<file path="src/rtl/bus_pkg.sv">
// Shared types and constants for the two-master serial bus arbiter.
package bus_pkg;

    localparam int NUM_MASTERS = 2;
    localparam int NUM_SLAVES  = 3;
    localparam int CNT_W       = 7;

    localparam logic [CNT_W-1:0] ACK_TIMEOUT    = 7'd8;
    localparam logic [CNT_W-1:0] TXN_TIMEOUT    = 7'd64;
    localparam logic [1:0]       INVALID_SLV_ID = 2'd3;

    typedef enum logic [2:0] {
        IDLE     = 3'd0,
        GRANT    = 3'd1,
        WAIT_ACK = 3'd2,
        ACTIVE   = 3'd3,
        RELEASE  = 3'd4
    } bus_state_e;

    function automatic logic [CNT_W-1:0] sat_inc(input logic [CNT_W-1:0] v);
        return (v == 7'h7F) ? v : v + 7'd1;
    endfunction

    function automatic logic [NUM_MASTERS-1:0] master_onehot(input logic idx);
        return idx ? 2'b10 : 2'b01;
    endfunction

endpackage

</file>
<file path="src/rtl/rr_arbiter.sv">
// Combinational two-way round-robin pick; last_gnt names the master served last.
module rr_arbiter
    import bus_pkg::*;
(
    input  logic [NUM_MASTERS-1:0] req,
    input  logic                   last_gnt,
    output logic                   win_valid,
    output logic                   win_idx
);

    // Tie goes to the master that was not served last.
    always_comb begin
        win_valid = |req;
        case (req)
            2'b01:   win_idx = 1'b0;
            2'b10:   win_idx = 1'b1;
            2'b11:   win_idx = ~last_gnt;
            default: win_idx = 1'b0;
        endcase
    end

endmodule

</file>
<file path="src/rtl/bus_arbiter.sv">
// Two-master to three-slave serial bus arbiter with ack and transaction watchdogs.
module bus_arbiter
    import bus_pkg::*;
(
    input  logic                   clk,
    input  logic                   rstn,
    input  logic [NUM_MASTERS-1:0] m_req,
    input  logic [1:0]             m0_slv_id,
    input  logic [1:0]             m1_slv_id,
    input  logic [NUM_MASTERS-1:0] m_tx,
    output logic [NUM_MASTERS-1:0] m_rx,
    output logic [NUM_MASTERS-1:0] m_gnt,
    output logic [NUM_MASTERS-1:0] m_err,
    output logic [NUM_SLAVES-1:0]  s_rx,
    input  logic [NUM_SLAVES-1:0]  s_tx,
    output logic                   busy
);

    bus_state_e             state_q, state_d;
    logic                   gidx_q, gidx_d;
    logic [1:0]             sel_q, sel_d;
    logic [CNT_W-1:0]       cnt_q, cnt_d;
    logic                   ptr_q, ptr_d;
    logic [NUM_MASTERS-1:0] gnt_q, gnt_d;
    logic [NUM_MASTERS-1:0] err_q, err_d;

    logic       win_valid;
    logic       win_idx;
    logic [1:0] win_id;
    logic       req_g;
    logic       tx_g;
    logic       stx_sel;
    logic       route_en;

    rr_arbiter u_rr (
        .req       (m_req),
        .last_gnt  (ptr_q),
        .win_valid (win_valid),
        .win_idx   (win_idx)
    );

    // Select the granted master's lines and the selected slave's tx.
    always_comb begin
        win_id = win_idx ? m1_slv_id : m0_slv_id;
        req_g  = m_req[gidx_q];
        tx_g   = m_tx[gidx_q];
        case (sel_q)
            2'd0:    stx_sel = s_tx[0];
            2'd1:    stx_sel = s_tx[1];
            2'd2:    stx_sel = s_tx[2];
            default: stx_sel = 1'b1;
        endcase
    end

    // Next-state, grant and error-pulse logic.
    always_comb begin
        state_d = state_q;
        gidx_d  = gidx_q;
        sel_d   = sel_q;
        ptr_d   = ptr_q;
        err_d   = 2'b00;
        case (state_q)
            IDLE: begin
                if (win_valid) begin
                    if (win_id == INVALID_SLV_ID) begin
                        err_d = master_onehot(win_idx);
                        ptr_d = win_idx;
                    end else begin
                        state_d = GRANT;
                        gidx_d  = win_idx;
                        sel_d   = win_id;
                    end
                end else begin
                    state_d = IDLE;
                end
            end
            GRANT: begin
                if (!req_g) begin
                    state_d = RELEASE;
                end else if (!tx_g) begin
                    state_d = WAIT_ACK;
                end else begin
                    state_d = GRANT;
                end
            end
            WAIT_ACK: begin
                if (!stx_sel) begin
                    state_d = ACTIVE;
                end else if (cnt_q >= ACK_TIMEOUT - 7'd1) begin
                    err_d   = master_onehot(gidx_q);
                    state_d = RELEASE;
                end else begin
                    state_d = WAIT_ACK;
                end
            end
            ACTIVE: begin
                // A clean end of frame wins over a simultaneous watchdog expiry.
                if (!req_g && stx_sel) begin
                    state_d = RELEASE;
                end else if (cnt_q >= TXN_TIMEOUT - 7'd1) begin
                    err_d   = master_onehot(gidx_q);
                    state_d = RELEASE;
                end else begin
                    state_d = ACTIVE;
                end
            end
            RELEASE: begin
                state_d = IDLE;
                ptr_d   = gidx_q;
            end
            default: begin
                state_d = IDLE;
            end
        endcase

        if (state_d != state_q) begin
            cnt_d = 7'd0;
        end else begin
            cnt_d = sat_inc(cnt_q);
        end

        if ((state_d == GRANT) || (state_d == WAIT_ACK) || (state_d == ACTIVE)) begin
            gnt_d = master_onehot(gidx_d);
        end else begin
            gnt_d = 2'b00;
        end
    end

    // Transparent line routing while a master owns the bus; idle-high otherwise.
    always_comb begin
        route_en = rstn && ((state_q == GRANT) || (state_q == WAIT_ACK) || (state_q == ACTIVE));
        s_rx     = 3'b111;
        m_rx     = 2'b11;
        if (route_en) begin
            case (sel_q)
                2'd0:    s_rx[0] = tx_g;
                2'd1:    s_rx[1] = tx_g;
                2'd2:    s_rx[2] = tx_g;
                default: s_rx    = 3'b111;
            endcase
            m_rx[gidx_q] = stx_sel;
        end else begin
            s_rx = 3'b111;
            m_rx = 2'b11;
        end
    end

    // State registers; pointer resets to master 1 so master 0 takes the first tie.
    always_ff @(posedge clk or negedge rstn) begin
        if (!rstn) begin
            state_q <= IDLE;
            gidx_q  <= 1'b0;
            sel_q   <= 2'd0;
            cnt_q   <= 7'd0;
            ptr_q   <= 1'b1;
            gnt_q   <= 2'b00;
            err_q   <= 2'b00;
        end else begin
            state_q <= state_d;
            gidx_q  <= gidx_d;
            sel_q   <= sel_d;
            cnt_q   <= cnt_d;
            ptr_q   <= ptr_d;
            gnt_q   <= gnt_d;
            err_q   <= err_d;
        end
    end

    assign m_gnt = gnt_q;
    assign m_err = err_q;
    assign busy  = (state_q != IDLE);

endmodule

</file>
<file path="config.mk">
export PLATFORM = sky130hd
export DESIGN_NAME = bus_arbiter
export DESIGN_NICKNAME = d
export VERILOG_FILES = /design/src/rtl/bus_pkg.sv /design/src/rtl/rr_arbiter.sv /design/src/rtl/bus_arbiter.sv
export SDC_FILE = /design/constraint.sdc
export NUM_CORES = 1
export LEC_CHECK = 0
export ABC_AREA = 0
export BUFFER_PORTS_ARGS = -buffer_cell sky130_fd_sc_hd__buf_4
export CORE_MARGIN = 5
export CORE_UTILIZATION = 45
export DETAILED_ROUTE_END_ITERATION = 8
export HOLD_SLACK_MARGIN = 0.15
export PLACE_DENSITY = 0.67
export SLEW_MARGIN = 0
export SYNTH_ARGS = -nofsm -noshare
export SYNTH_HDL_FRONTEND = slang
export SYNTH_HIERARCHICAL = 1
export SYNTH_SLANG_ARGS = --single-unit
</file>
<file path="constraint.sdc">
create_clock -name clk -period 2.56 [get_ports clk]
set_clock_uncertainty 0.2 [all_clocks]
set_input_delay 0.128 -clock clk [delete_from_list [all_inputs] [get_ports clk]]
set_output_delay 0.128 -clock clk [all_outputs]
set_load 0.02 [all_outputs]
</file>
==> out/qor.yml, run 1 <==
status:
  status: "finished, final reports clean"
clock_tree:
  cts.sinks: 18
  cts_post_setup_buffers_inserted: 0
  clkLatencyLatePin_ns: 0.30
  path_clk_slew_ns: 0.10
  clockBufferDepth: 2
  cts_root_buffer: "clkbuf_4"
  cts_inserted_buffers: 3
  cts_max_level: 1
  cts_tree: "yes"
sta:
  fin_crit_sh: 0.9372
  slew_headroom: 0.4780
  drv_slew: 0
  setup_tns_ns: 0
  hold_violations: 0
  worstMarginPinSlew_ns: 0.7804
  rsz0062_at_grt: "false"
  setup_viol_count_final: 0
  fmaxAchievable_mhz: 416.8
  fin_crit_ns: 2.399
floorplan:
  ioPinCount: 23
  start_util: 0.4725
  die_y_um: 61.23
  fp.coreArea_um2: 2500
  die_w_um: 61.23
  dieArea_um2: 3749
  rows: 18
synth:
  ys_seq_area_frac: 0.3824
  synth-simple-area-share: 0.2987
  synthFlopType: "dfrtp_1"
  netlist_area_um2: 1181
  muxShareOfSynthArea: 0.04767
  ys_seq_elements: 18
  async_flop_share: 1.000
  synth_top_family_by_area: "simple AND/OR/NAND/NOR gates"
  synth_compound_area_frac: 0.2161
  synth_edf_count: 0
  yosys.area_share.adder: 0.01059
  synth_warnings: 6
  synth_nets: 141
  syn_avg_cell_area_um2: 9.300
  netlist_instances: 127
  yosys.cell_types.count: 49
  synth_xor_area_frac: 0.007415
placement:
  place_inst: 176
  routabilityCongestion: 0.8334
  io_buffers: 22
  placed_area_um2: 1370
  dp_hpwl_mm: 2.033
setup_path:
  r2r.worst_path.cells: 5
  crit_fanout: 6
  r2r-start: "state_q[0]"
  crit_top_cell: "buf_4"
  r2r_slack_ns: 0.33
  crit_buf_inv: 3
  cp-startpoint: "gidx_q"
  crit_path_cell_trace: "mux2i_1 -> dlygate4sd3_1 -> buf_4 -> nand4_1 -> buf_4"
  critPathMaxStageDelay_ns: 0.59
  critPathCapture: "s_rx[1]"
  critPathTopFamily: "buffers and inverters"
  crit_type: "reg -> out"
  r2r_end: "sel_q[0]"
  cp.required_ns: 2.23
  critPathCaptureType: "output pin"
  cp.arrival_ns: 2.07
  start_kind: "flop"
  cp_slowest_cell: "dlygate4sd3_1"
  path_depth: 5
final_layout:
  final_nets: 176
  area_growth_pct: 27.86
  final_util: 0.6041
  final_cell_mix: "buf_4 (23), dfrtp_1 (17), nor2_1 (14)"
  instances_no_fill: 191
  antenna_cells: 0
  multiInputGateArea_um2: 689.4
  layout_commonest_cell: "buf_4"
  seqCellArea_um2: 451.7
  n_fill_cell: 208
  drive_above_1_share: 0.2981
  design_area_um2: 1510
worst_hold_path:
  min_from: "m0_slv_id[0]"
  hp-class: "in -> reg"
power:
  powerDensity_nw_per_um2: 917.2
  p_total_mw: 1.385
  leakage_nw: 0.6801
  ir_worst_vdd_mv: 0.6514
global_routing:
  grt_pass1_wl_mm: 4.836
  grt_util_all_layers: 0.1723
  grt_overflow_total: 0
  grt_pass1_vias: 1128
  antenna_found_initial: 0
  grt_max_degree: 18
route:
  first_pass_iters: 4
  routed_wl_mm: 2.746
  num_vias: 1091
  wl_per_cell_um: 14.38
  ant_nets: 0
  via_per_inst: 5.712
  drt_iter0_drc: 53
  drc: 0
run:
  drv_cap: 0
worst min path at each step:
stage,end,cells after the start
final,sel_q[1],5
after global routing,sel_q[1],5
after CTS,sel_q[1],5
after detailed placement,cnt_q[0],1
after global placement,cnt_q[0],1
after floorplan,cnt_q[0],0
layout make-up:
class                           count  share of cell area
Clock buffer                        4             0.01740
Inverter                            6             0.01491
Multi-Input combinational cell     99              0.4565
Timing Repair Buffer               34              0.1872
Tap cell                           30             0.02485
Sequential cell                    18              0.2991
sequential cells by signal (all words and copies together), names as in the netlist:
register / count
cnt_q: 7
state_q: 3
m_err: 2
m_gnt: 2
sel_q: 2
gidx_q: 1
ptr_q: 1
power by group:
group | switching, mW | internal [mW]
Clock | 0.0915 | 0.0606
Combinational | 0.397 | 0.333
Sequential | 0.127 | 0.376
Total | 0.615 | 0.770
per-stage QoR:
step                      worst slack, ns  hold slack, ns
final                              0.1608          0.2372
after global routing              0.03611          0.2743
after CTS                          0.1307          0.2224
after detailed placement           0.2726         -0.1812
after global placement             0.3695         -0.1821
after floorplan                    0.6337         -0.3676
timing repair:
action                                 in CTS  in global routing
resized for setup                           0                  1
endpoints found under the hold margin      27                  0
setup endpoints to repair                   0                  2
hold buffers                               11                  0
tightest hold or removal path, stage by stage:
cell and delay, ns:
buf_4 0.08, nor2b_1 0.27, a211oi_1 0.10, nor2_1 0.08
nor2_1 0.04
cells in the mapped netlist, drive strengths merged (2+ instances only):
| cell type | number | area, um2 |
|---|---|---|
| dfrtp | 17 | 425.4 |
| nor2 | 14 | 52.55 |
| nand2 | 10 | 37.54 |
| and3 | 6 | 37.54 |
| inv | 6 | 22.52 |
| nand3 | 6 | 30.03 |
| nor3 | 6 | 40.04 |
| a21oi | 5 | 32.53 |
| a31oi | 5 | 37.53 |
| nor2b | 5 | 31.28 |
| o21ai | 5 | 36.28 |
| a211oi | 3 | 27.52 |
| a21boi | 3 | 22.52 |
| buf | 3 | 17.52 |
| mux2i | 3 | 30.03 |
| nand4 | 3 | 33.78 |
| nor3b | 3 | 32.53 |
| or3 | 3 | 21.27 |
| a32o | 2 | 20.02 |
| mux2 | 2 | 26.27 |
| o211ai | 2 | 20.02 |
cells by family after synthesis:
family,after synthesis
AND/OR/NAND/NOR,61
AO/OA/AOI/OAI,31
flip-flops,18
buffers and inverters,10
multiplexers,5
XOR/XNOR,1
adder cells (fa/ha/maj),1
routing by layer:
metal  up-vias  GRT usage  part of all wire
met5         -          0                 0
met4         0    0.08359             0.032
met3         8    0.04403             0.039
met2        26     0.3006              0.52
met1       524     0.1943              0.41
li1        533          -                 -
No activity file was read; power rests on OpenSTA's default activity.
==> inputs of run 2 (changes only) <==
- BUFFER_PORTS_ARGS: -buffer_cell sky130_fd_sc_hd__buf_4 -> unset
- CORE_MARGIN: 5 -> 3
- DONT_BUFFER_PORTS: unset -> 1
- PLACE_DENSITY: 0.67 -> unset
==> out/qor.yml, run 2 (synthesis gave the netlist of run 1 again) <==
sta:
  setup_tns_ns: 0  # unchanged
  drv_slew: 0  # unchanged
  rsz0062_at_grt: "false"
  fmaxAchievable_mhz: 401.6  # -3.7%
  worstMarginPinSlew_ns: 0.8555  # +0.07507 ns
  slew_headroom: 0.4278  # -0.05021
  setup_viol_count_final: 0  # unchanged
  fin_hold_ws_ns: 0.1679  # -0.06930 ns
  fin_crit_ns: 2.490  # +0.09112 ns
  hold_violations: 0  # unchanged
  fin_crit_sh: 0.9728  # +0.03559
route:
  routed-wl-met2_mm: 1.143  # -20%
  wl_met1_mm: 1.308  # +17%
  wl_per_cell_um: 15.82  # +10%
  drt_iter0_drc: 48  # -9.4%
  drc: 0  # unchanged
  routed_wl_mm: 2.673  # -2.7%
  routed-wl-met3_um: 196  # +83%
  via_per_inst: 6.000  # +5.0%
  first_pass_iters: 4  # unchanged
  ant_nets: 0  # unchanged
  num_vias: 1014  # -7.1%
  top_layer: "met4"
clock_tree:
  cts_tree: "yes"
  clkLatencyLatePin_ns: 0.30  # about the same
  path_clk_slew_ns: 0.11  # about the same
  cts.sinks: 18  # unchanged
  cts_inserted_buffers: 3  # unchanged
  clockBufferDepth: 2  # unchanged
  cts_root_buffer: "clkbuf_4"
  cts_max_level: 1  # unchanged
floorplan:
  fp.coreArea_um2: 2340  # -6.4%
  dieArea_um2: 3275  # -13%
  die_y_um: 57.23  # -6.5%
  die_w_um: 57.23  # -6.5%
  start_util: 0.5048  # +0.03234
  rows: 17  # -1
  ioPinCount: 23  # unchanged
power:
  ir_worst_vdd_mv: 0.6950  # +6.7%
  leakage_nw: 0.5867  # -14%
  p_total_mw: 1.382  # -0.21%
  powerDensity_nw_per_um2: 992.6  # +8.2%
global_routing:
  grt_util_all_layers: 0.1767  # +0.004437
  grt_overflow_total: 0  # unchanged
  antenna_found_initial: 0  # unchanged
  grt_pass1_wl_mm: 4.581  # -5.3%
  grt_max_degree: 19  # +1
  grt_pass1_vias: 955  # -15%
setup_path:
  crit_top_cell: "dlygate4sd3_1"
  critPathTopFamily: "buffers and inverters"
  crit_path_cell_trace: "dlygate4sd3_1 -> or2_1 -> dlygate4sd3_1 -> nand2_1 -> a211oi_1 -> dlygate4sd3_1 -> nor2_1 -> nor2_1"
  cp.required_ns: 2.60  # +0.37 ns
  start_kind: "input port"
  critPathMaxStageDelay_ns: 0.60  # about the same
  critPathCaptureType: "flop"
  crit_type: "in -> reg"
  crit_buf_inv: 3  # unchanged
  crit_fanout: 3  # -3
  cp_slowest_cell: "dlygate4sd3_1"
  cp.arrival_ns: 2.53  # +0.46 ns
final_layout:
  top_register: "cnt_q"
  layout_commonest_cell: "dfrtp_1"
  antenna_cells: 0  # unchanged
  final_util: 0.5952  # -0.008917
  final_cell_mix: "dfrtp_1 (17), nor2_1 (14), dlygate4sd3_1 (14)"
  drive_above_1_share: 0.1986  # -0.09956
  area_growth_pct: 17.90
  n_fill_cell: 211  # +1.4%
  final_nets: 156  # -11%
  reg.largest.list: "cnt_q (7), state_q (3)"
  largest_reg_flops: 7  # unchanged
worst_hold_path:
  hp-class: "in -> async"
placement:
  routabilityCongestion: 0.8603  # +3.2%
  io_buffers: 0  # -100%
  dp_hpwl_mm: 1.907  # -6.2%
run:
  drv_cap: 0  # unchanged
status:
  status: "finished, final reports clean"
## run 2: power by group
group          internal, mW  switching (mW)
clock network        0.0867          0.0943
registers             0.376           0.156
logic                 0.296           0.373
total                 0.759           0.623
## run 2: stage by stage
step | cell area, um2 | instances | worst slack (ns)
final | 1393 | 169 | 0.06966
after global routing | 1393 | 169 | 0.02359
after CTS | 1371 | 169 | 0.05475
after detailed placement | 1195 | 151 | 0.3316
after global placement | 1195 | 151 | 0.3859
after floorplan | 1181 | 127 | 0.6337
## run 2: worst paths after layout
check	start	endpoint	slack [ns]	cells past startpoint
max	m_req[0]	sel_q[1]	0.07	8
min	rstn	sel_q[0]	0.17	1
max reg2reg	gidx_q	state_q[1]	0.11	5
min reg2reg	ptr_q	ptr_q	0.34	2
max in group asynchronous	rstn	cnt_q[1]	1.46	1
min in group clk	m_tx[1]	cnt_q[3]	0.17	4
## run 2: layout make-up
class,instances,area (um2),share of cell area
inverter,6,22.52,0.01617
multi-input combinational,99,706.9,0.5076
clock buffer,4,36.28,0.02606
timing repair buffer,14,140.1,0.1006
tap,28,35.03,0.02516
sequential,18,451.7,0.3243
## run 2: worst register-to-register path, stage by stage, from the launching register on
cell	delay, ns
dfrtp_1	0.52
mux2i_4	0.36
dlygate4sd3_1	0.62
nand2_1	0.06
dlygate4sd3_1	0.56
nand2_1	0.06
## run 2: routing by layer
metal,vias to the layer above,track usage
li1,497,-
met1,482,0.2707
met2,31,0.2545
met3,4,0.02941
met4,0,0.04967
met5,-,0
## run 2: timing repair
item,in CTS,in global routing
gates resized for setup,0,4
hold buffers,14,0
setup buffers,0,0
hold endpoints to repair,29,0
endpoints found under the setup margin,0,3
